**src/rtl/mips_mem_pkg.sv**
```systemverilog
// Shared constants, FSM state type and address helper for the MEM-stage
// store buffer and its load-forwarding match logic.
package mips_mem_pkg;

    localparam int WORD_W        = 32;
    localparam int MEM_BYTES_DEF = 1024;
    localparam int SB_DEPTH_DEF  = 4;

    typedef enum logic [1:0] {
        IDLE   = 2'd0,
        ACTIVE = 2'd1,
        FLUSH  = 2'd2
    } sb_state_t;

    // Clear the byte offset so every entry and probe names a whole word.
    function automatic logic [WORD_W-1:0] word_align(input logic [WORD_W-1:0] addr);
        return addr & ~WORD_W'(3);
    endfunction

endpackage

```
**src/rtl/sb_fwd_match.sv**
```systemverilog
// Compares a load probe against every valid store-buffer entry.
// Ports: ld_req_in/ld_addr_in probe (aligned), valid_in/addr_in entry
// state, hit_out any match; with STORE_FWD_EN also head_in (oldest slot)
// and sel_out (slot of the youngest matching entry).
module sb_fwd_match
    import mips_mem_pkg::*;
#(
    parameter int DEPTH = SB_DEPTH_DEF,
    parameter int PW    = $clog2(DEPTH)
) (
    input  logic              ld_req_in,
    input  logic [WORD_W-1:0] ld_addr_in,
    input  logic [DEPTH-1:0]  valid_in,
    input  logic [WORD_W-1:0] addr_in [DEPTH],
`ifdef STORE_FWD_EN
    input  logic [PW-1:0]     head_in,
    output logic [PW-1:0]     sel_out,
`endif
    output logic              hit_out
);

`ifdef STORE_FWD_EN
    // Walk slots from oldest to youngest; a later match overrides an
    // earlier one, so the youngest matching store is selected.
    always_comb begin
        logic [PW-1:0] idx;
        hit_out = 1'b0;
        sel_out = head_in;
        idx     = '0;
        for (int k = 0; k < DEPTH; k++) begin
            idx = head_in + PW'(k);
            if (ld_req_in && valid_in[idx] && addr_in[idx] == ld_addr_in) begin
                hit_out = 1'b1;
                sel_out = idx;
            end
        end
    end
`else
    // Without forwarding only the existence of a match matters.
    always_comb begin
        hit_out = 1'b0;
        for (int k = 0; k < DEPTH; k++) begin
            if (ld_req_in && valid_in[k] && addr_in[k] == ld_addr_in) begin
                hit_out = 1'b1;
            end
        end
    end
`endif

endmodule

```
**src/rtl/store_buffer.sv**
```systemverilog
// MEM-stage store buffer: queues word stores, drains them to data memory
// one per cycle, and checks loads against pending stores.
// Ports: clk, reset (sync, active-low); st_* store enqueue handshake;
// ld_* load probe and forward result; mem_* memory write port with hold;
// drain_in/drain_done_out flush handshake; range_err_out out-of-range
// store pulse; count_out/full_out/empty_out occupancy.
// Build option: STORE_FWD_EN forwards matching store data to loads;
// without it any match is reported as ld_conflict_out.
module store_buffer
    import mips_mem_pkg::*;
#(
    parameter int DEPTH     = SB_DEPTH_DEF,
    parameter int MEM_BYTES = MEM_BYTES_DEF
) (
    input  logic                   clk,
    input  logic                   reset,
    input  logic                   st_valid_in,
    input  logic [WORD_W-1:0]      st_addr_in,
    input  logic [WORD_W-1:0]      st_data_in,
    output logic                   st_ready_out,
    input  logic                   ld_req_in,
    input  logic [WORD_W-1:0]      ld_addr_in,
    output logic                   ld_hit_out,
    output logic [WORD_W-1:0]      ld_data_out,
    output logic                   ld_conflict_out,
    input  logic                   mem_hold_in,
    output logic                   mem_write_out,
    output logic [WORD_W-1:0]      mem_addr_out,
    output logic [WORD_W-1:0]      mem_data_out,
    input  logic                   drain_in,
    output logic                   drain_done_out,
    output logic                   range_err_out,
    output logic [$clog2(DEPTH):0] count_out,
    output logic                   full_out,
    output logic                   empty_out
);

    localparam int PW = $clog2(DEPTH);
    localparam int CW = PW + 1;
    localparam logic [CW-1:0]     FULL_CNT  = CW'(DEPTH);
    localparam logic [WORD_W-1:0] MEM_LIMIT = WORD_W'(MEM_BYTES);

    sb_state_t         state_q, state_d;
    logic [PW-1:0]     wr_ptr_q, wr_ptr_d;
    logic [PW-1:0]     rd_ptr_q, rd_ptr_d;
    logic [CW-1:0]     cnt_q, cnt_d;
    logic [DEPTH-1:0]  valid_q, valid_d;
    logic [WORD_W-1:0] addr_q [DEPTH];
    logic [WORD_W-1:0] addr_d [DEPTH];
    logic [WORD_W-1:0] data_q [DEPTH];
    logic [WORD_W-1:0] data_d [DEPTH];
    logic              range_err_q, range_err_d;
    logic              drain_done_q, drain_done_d;

    logic [WORD_W-1:0] st_addr_al;
    logic [WORD_W-1:0] ld_addr_al;
    logic              in_range;
    logic              st_fire;
    logic              enq;
    logic              deq;
    logic              fwd_hit;

    assign st_addr_al     = word_align(st_addr_in);
    assign ld_addr_al     = word_align(ld_addr_in);
    assign full_out       = (cnt_q == FULL_CNT);
    assign empty_out      = (cnt_q == '0);
    assign count_out      = cnt_q;
    assign st_ready_out   = !full_out && (state_q != FLUSH);
    assign in_range       = (st_addr_al < MEM_LIMIT);
    // A handshake on an out-of-range address is consumed but dropped.
    assign st_fire        = st_valid_in && st_ready_out;
    assign enq            = st_fire && in_range;
    assign deq            = !empty_out && !mem_hold_in;
    assign mem_write_out  = deq;
    assign mem_addr_out   = addr_q[rd_ptr_q];
    assign mem_data_out   = data_q[rd_ptr_q];
    assign range_err_out  = range_err_q;
    assign drain_done_out = drain_done_q;

    // Entry storage and pointers. Enqueue and dequeue never touch the
    // same slot: they coincide only when empty or full, which blocks one.
    always_comb begin
        addr_d   = addr_q;
        data_d   = data_q;
        valid_d  = valid_q;
        wr_ptr_d = wr_ptr_q;
        rd_ptr_d = rd_ptr_q;
        if (deq) begin
            valid_d[rd_ptr_q] = 1'b0;
            rd_ptr_d          = rd_ptr_q + PW'(1);
        end
        if (enq) begin
            valid_d[wr_ptr_q] = 1'b1;
            addr_d[wr_ptr_q]  = st_addr_al;
            data_d[wr_ptr_q]  = st_data_in;
            wr_ptr_d          = wr_ptr_q + PW'(1);
        end
        cnt_d = cnt_q + CW'(enq) - CW'(deq);
    end

    always_comb begin
        state_d      = state_q;
        drain_done_d = 1'b0;
        range_err_d  = st_fire && !in_range;
        unique case (state_q)
            IDLE: begin
                if (drain_in) begin
                    if (enq) state_d = FLUSH;
                    else     drain_done_d = 1'b1;
                end else if (enq) begin
                    state_d = ACTIVE;
                end
            end
            ACTIVE: begin
                if (drain_in) begin
                    if (cnt_d == '0) begin
                        state_d      = IDLE;
                        drain_done_d = 1'b1;
                    end else begin
                        state_d = FLUSH;
                    end
                end else if (cnt_d == '0) begin
                    state_d = IDLE;
                end
            end
            FLUSH: begin
                if (cnt_d == '0) begin
                    state_d      = IDLE;
                    drain_done_d = 1'b1;
                end
            end
            default: state_d = IDLE;
        endcase
    end

    always_ff @(posedge clk) begin
        if (!reset) begin
            state_q      <= IDLE;
            wr_ptr_q     <= '0;
            rd_ptr_q     <= '0;
            cnt_q        <= '0;
            valid_q      <= '0;
            range_err_q  <= 1'b0;
            drain_done_q <= 1'b0;
        end else begin
            state_q      <= state_d;
            wr_ptr_q     <= wr_ptr_d;
            rd_ptr_q     <= rd_ptr_d;
            cnt_q        <= cnt_d;
            valid_q      <= valid_d;
            range_err_q  <= range_err_d;
            drain_done_q <= drain_done_d;
        end
    end

    // Payload needs no reset; the valid bits qualify it.
    always_ff @(posedge clk) begin
        addr_q <= addr_d;
        data_q <= data_d;
    end

`ifdef STORE_FWD_EN
    logic [PW-1:0] fwd_sel;
`endif

    sb_fwd_match #(
        .DEPTH (DEPTH)
    ) u_match (
        .ld_req_in  (ld_req_in),
        .ld_addr_in (ld_addr_al),
        .valid_in   (valid_q),
        .addr_in    (addr_q),
`ifdef STORE_FWD_EN
        .head_in    (rd_ptr_q),
        .sel_out    (fwd_sel),
`endif
        .hit_out    (fwd_hit)
    );

`ifdef STORE_FWD_EN
    assign ld_hit_out      = fwd_hit;
    assign ld_data_out     = fwd_hit ? data_q[fwd_sel] : '0;
    assign ld_conflict_out = 1'b0;
`else
    assign ld_hit_out      = 1'b0;
    assign ld_data_out     = '0;
    assign ld_conflict_out = fwd_hit;
`endif

endmodule

```
**config.mk**
```make
export PLATFORM = sky130hd
export DESIGN_NAME = store_buffer
export DESIGN_NICKNAME = d
export VERILOG_FILES = /design/src/rtl/mips_mem_pkg.sv /design/src/rtl/sb_fwd_match.sv /design/src/rtl/store_buffer.sv
export SDC_FILE = /design/constraint.sdc
export NUM_CORES = 1
export LEC_CHECK = 0
export CAP_MARGIN = 20
export CORE_MARGIN = 2
export CORE_UTILIZATION = 50
export DETAILED_ROUTE_END_ITERATION = 10
export PLACE_DENSITY = 0.84
export SETUP_SLACK_MARGIN = 0.2
export SLEW_MARGIN = 25
export SYNTH_ARGS = -nofsm -noshare
export SYNTH_HDL_FRONTEND = slang
export SYNTH_SLANG_ARGS = --single-unit
```
**constraint.sdc**
```tcl
create_clock -name clk -period 5.1 [get_ports clk]
set_input_delay 1.02 -clock clk [delete_from_list [all_inputs] [get_ports clk]]
set_output_delay 1.02 -clock clk [all_outputs]
set_load 0.02 [all_outputs]
```
==> reports/results.md <==
| Result | Value | Unit |
|---|---|---|
| Global route total overflow | 0 | - |
| Setup slack of the most critical reg-to-reg path | 2.18 | ns |
| Clock power share | 34.6 | % |
| Synthesis-to-layout area growth | 25.2 | % |
| Int Power | 4390 | uW |
| Peak Freq | 229 | MHz |
| Share of final-layout standard cells stronger than drive strength 1 | 15.2 | % |
| TritonCTS buffer count | 26 | - |
| Result of the run | complete, no violations | - |
| Data required time at the worst endpoint | 4.08 | ns |
| Aggregate global-route resource usage | 21.1 | % |
| Area of the mapped netlist | 11,500 | sq um |
| Post-synthesis instance total | 631 | - |
| Post-layout minimum cycle time | 4.36 | ns |
| Number of fill cells in the layout | 1,594 | - |
| Maximum clock path buffer count | 3 | - |
| Synth area leader | edfxtp_1 | - |
| Leakage | 0.00456 | uW |
| Most prevalent standard cell on the critical path | nand4_1 | - |
| Sw frac | 25.7 | % |
| Tightest Pin Transition | 0.743 | ns |
| Count of different cell masters after synthesis | 36 | - |
| Final-stage net count | 918 | - |
| Largest stage delay, worst path | 0.62 | ns |
| Final setup viols | 0 | - |
| Post-layout total power | 5900 | uW |
| Worst R2R Path Depth | 12 | - |
| # rows | 55 | - |
| Total via count in the routed design | 6,218 | - |
| Clock network latency to the later pin of the worst-skew pair | 0.52 | ns |
| Most numerous cell types in the synthesized netlist | 248 x edfxtp_1, 83 x xnor2_1, 62 x mux4_2, 41 x xor2_1, 35 x buf_4 | - |
| Warnings from Yosys | 0 | - |
| Sequential share of power | 42.0 | % |
| Number of flops mapped to enable cells by yosys | 248 | - |
| Die Outline Area | 24,100 | sq um |
| Top-level port count | 209 | - |
| Total of flip-flops plus latches after synthesis | 263 | - |
| Worst hold-check path type | reg -> reg | - |
| Setup Crit Path Kind | in -> out | - |
| Worst max-slew margin expressed relative to the limit | 50.5 | % |
| Final cell count without fillers | 1,115 | - |
| Count of hold-fix buffers inserted at cts | 0 | - |
| Number of antenna-violating nets in the routed design | 0 | - |
| Vias in the first global route | 6,449 | - |
| HP Start | state_q[1] | - |
| Hpwl dp | 17.6 | mm |
| Global-route wire length before repair | 38.0 | mm |
| Maximum net fanout on the critical path | 4 | - |
| CP Launch Type | input port | - |
| Core area | 22,600 | sq um |
| Switching power summed over all nets | 1510 | uW |
| Multi-input gate area | 3400 | sq um |
| Primary flip-flop cell chosen by synthesis mapping | edfxtp_1 | - |
| Mapped Avg Cell Area | 18.1 | sq um |
| DRT Pass-1 Iters | 4 | - |
| Async S/R FF share, synth | 0 | % |
| Worst Hold Path Cells | 1 | - |
| CP delay by family, top | buffers and inverters | - |
| Most frequently used cell type in the post-synthesis netlist | edfxtp_1 | - |
| Slowest-stage cell, CP | clkdlybuf4s50_1 | - |
| Worst endpoint data arrival time | 3.34 | ns |
| Power share of the combinational group | 23.4 | % |
| Flip-flop and latch area | 7750 | sq um |
| Post-route worst hold slack | 0.553 | ns |
| Count of unresolved DRC violations after routing | 0 | - |
| Power Dens Cells | 412 | nW/um^2 |
| Initial DRC Count | 398 | - |
| Critical path launch point | ld_addr_in[21] | - |
| Max-slew violation count | 0 | - |
| Number of antenna violations at the first check in global routing | 5 | - |
| Clk_skew | 0.0105 | ns |
| GPL Wtd Cong | 0.905 | - |
| CTS-repair resized insts | 0 | - |
| Worst Path Buf+Inv | 2 | - |
| Final hold violation count | 0 | - |
| Unrepaired setup endpoints after global routing | false | - |
| Share of Yosys cell area claimed by the top area cell type | 65.0 | % |
| Count of buffers added by post-CTS timing repair for setup | 0 | - |
| Startpoint of the lowest-slack register-to-register path | count_out[1] | - |
| Max rail drop VDD | 320 | uV |
| Die Y-Extent | 155 | um |
| Drt total wl | 25.4 | mm |
| Largest net degree at the start of global routing | 64 | - |
| Critical path depth in cells | 7 | - |
| Instance count after placement with tap cells included | 1,062 | - |
| Share of the cycle needed by the critical path after routing | 85.6 | % |
| Count of buffers inserted at the top-level ports | 169 | - |
| Register area share after synthesis | 67.6 | % |
| Chain of cells forming the critical path | clkdlybuf4s50_1, xnor2_1, nand4_1, nor4_1, nand4_1, nand4_1, clkdlybuf4s50_1 | - |
| Die boundary width | 155 | um |
| Top cells by area in the synthesized netlist | edfxtp_1 65%, mux4_2 12%, xnor2_1 6.3%, xor2_1 3.1%, dfxtp_1 2.6% | - |
| Max-capacitance violation count | 0 | - |
| Average routed wire per standard cell | 22.8 | um |
| Element type at the critical path end | output pin | - |
| Average via count per standard cell | 5.58 | - |
| Initial core utilization | 50.7 | % |
| CTS tree | done | - |
| Root Buffer | clkbuf_16 | - |
| Post-CTS clock slew at the launch and capture registers of the worst setup and hold paths | 0.06 | ns |
| Depth of the CTS H-tree | 1 | - |
| Sum of negative setup slack | 0 | ns |
| Total number of clock tree sinks | 263 | - |
worst paths after layout:
| path | end |
|---|---|
| worst min-delay path | state_q[0] |
| worst min register to register | state_q[0] |
| worst max-delay path | ld_conflict_out |
| worst max register to register | state_q[1] |
cell type report:
| type | count | area share, % |
|---|---|---|
| clock buffers | 36 | 5.23 |
| repair buffers | 181 | 12.9 |
| flip-flops and latches | 263 | 54.1 |
| diodes | 5 | 0.0872 |
| well taps | 285 | 2.49 |
| clock inverters | 12 | 1.26 |
| inverters | 8 | 0.209 |
| multi-input cells | 325 | 23.7 |
through the flow:
stage	util [%]	setup WS (ns)	area (sq um)
final	63.5	0.737	14300
after global routing	63.5	0.620	14300
after CTS	63.5	0.764	14300
after detailed placement	59.4	0.672	13400
after global placement	59.4	0.676	13400
after floorplan	-	1.53	11600
state kept, by name, indices dropped and copies added (netlist names):
register,cells
count_out,3
rd_ptr_q,2
drain_done_out,1
valid_q,4
state_q,2
addr_q,120
data_q,128
range_err_out,1
wr_ptr_q,2
placed cells by master, fill, tap and decap left out, drive strengths merged, types with 3 or more instances in the layout:
cell type	count
a21boi	6
and2	7
buf	12
bufinv	5
clkbuf	36
clkdlybuf4s50	169
clkinv	7
conb	35
dfxtp	15
diode	5
edfxtp	248
ha	10
inv	8
mux4	62
nand3	8
nand3b	3
nand4	22
nor2b	3
nor4	21
o21a	6
xnor2	83
xor2	41
routing by layer:
| layer | track usage, % | part of all wire, % | vias up |
|---|---|---|---|
| li1 | - | - | 2740 |
| met1 | 27.8 | 38 | 3084 |
| met2 | 34.5 | 49 | 340 |
| met3 | 5.07 | 9.7 | 52 |
| met4 | 7.91 | 3.3 | 2 |
| met5 | 0 | 0.051 | - |
power groups by stage:
stage               logic [uW]  clock network, uW  registers [uW]
global route              1460               2160            2500
detailed placement        1390                  0            2530
finish                    1380               2040            2480
floorplan                  884                  0            2450
CTS                       1400               2070            2490
global placement          1380                  0            2530
cells by family after synthesis:
group | after synthesis | synth area share (%)
DFF | 263 | 67.6
buffers and inverters | 77 | 3.75
other | 1 | 0.0327
AOI/OAI and AO/OA | 16 | 1.02
xor gates and xnor gates | 124 | 9.48
adders and majority gates | 11 | 1.27
muxes | 64 | 12.4
and+or+nand+nor | 75 | 4.44
Note: power is estimated with default switching activity, not from simulation.
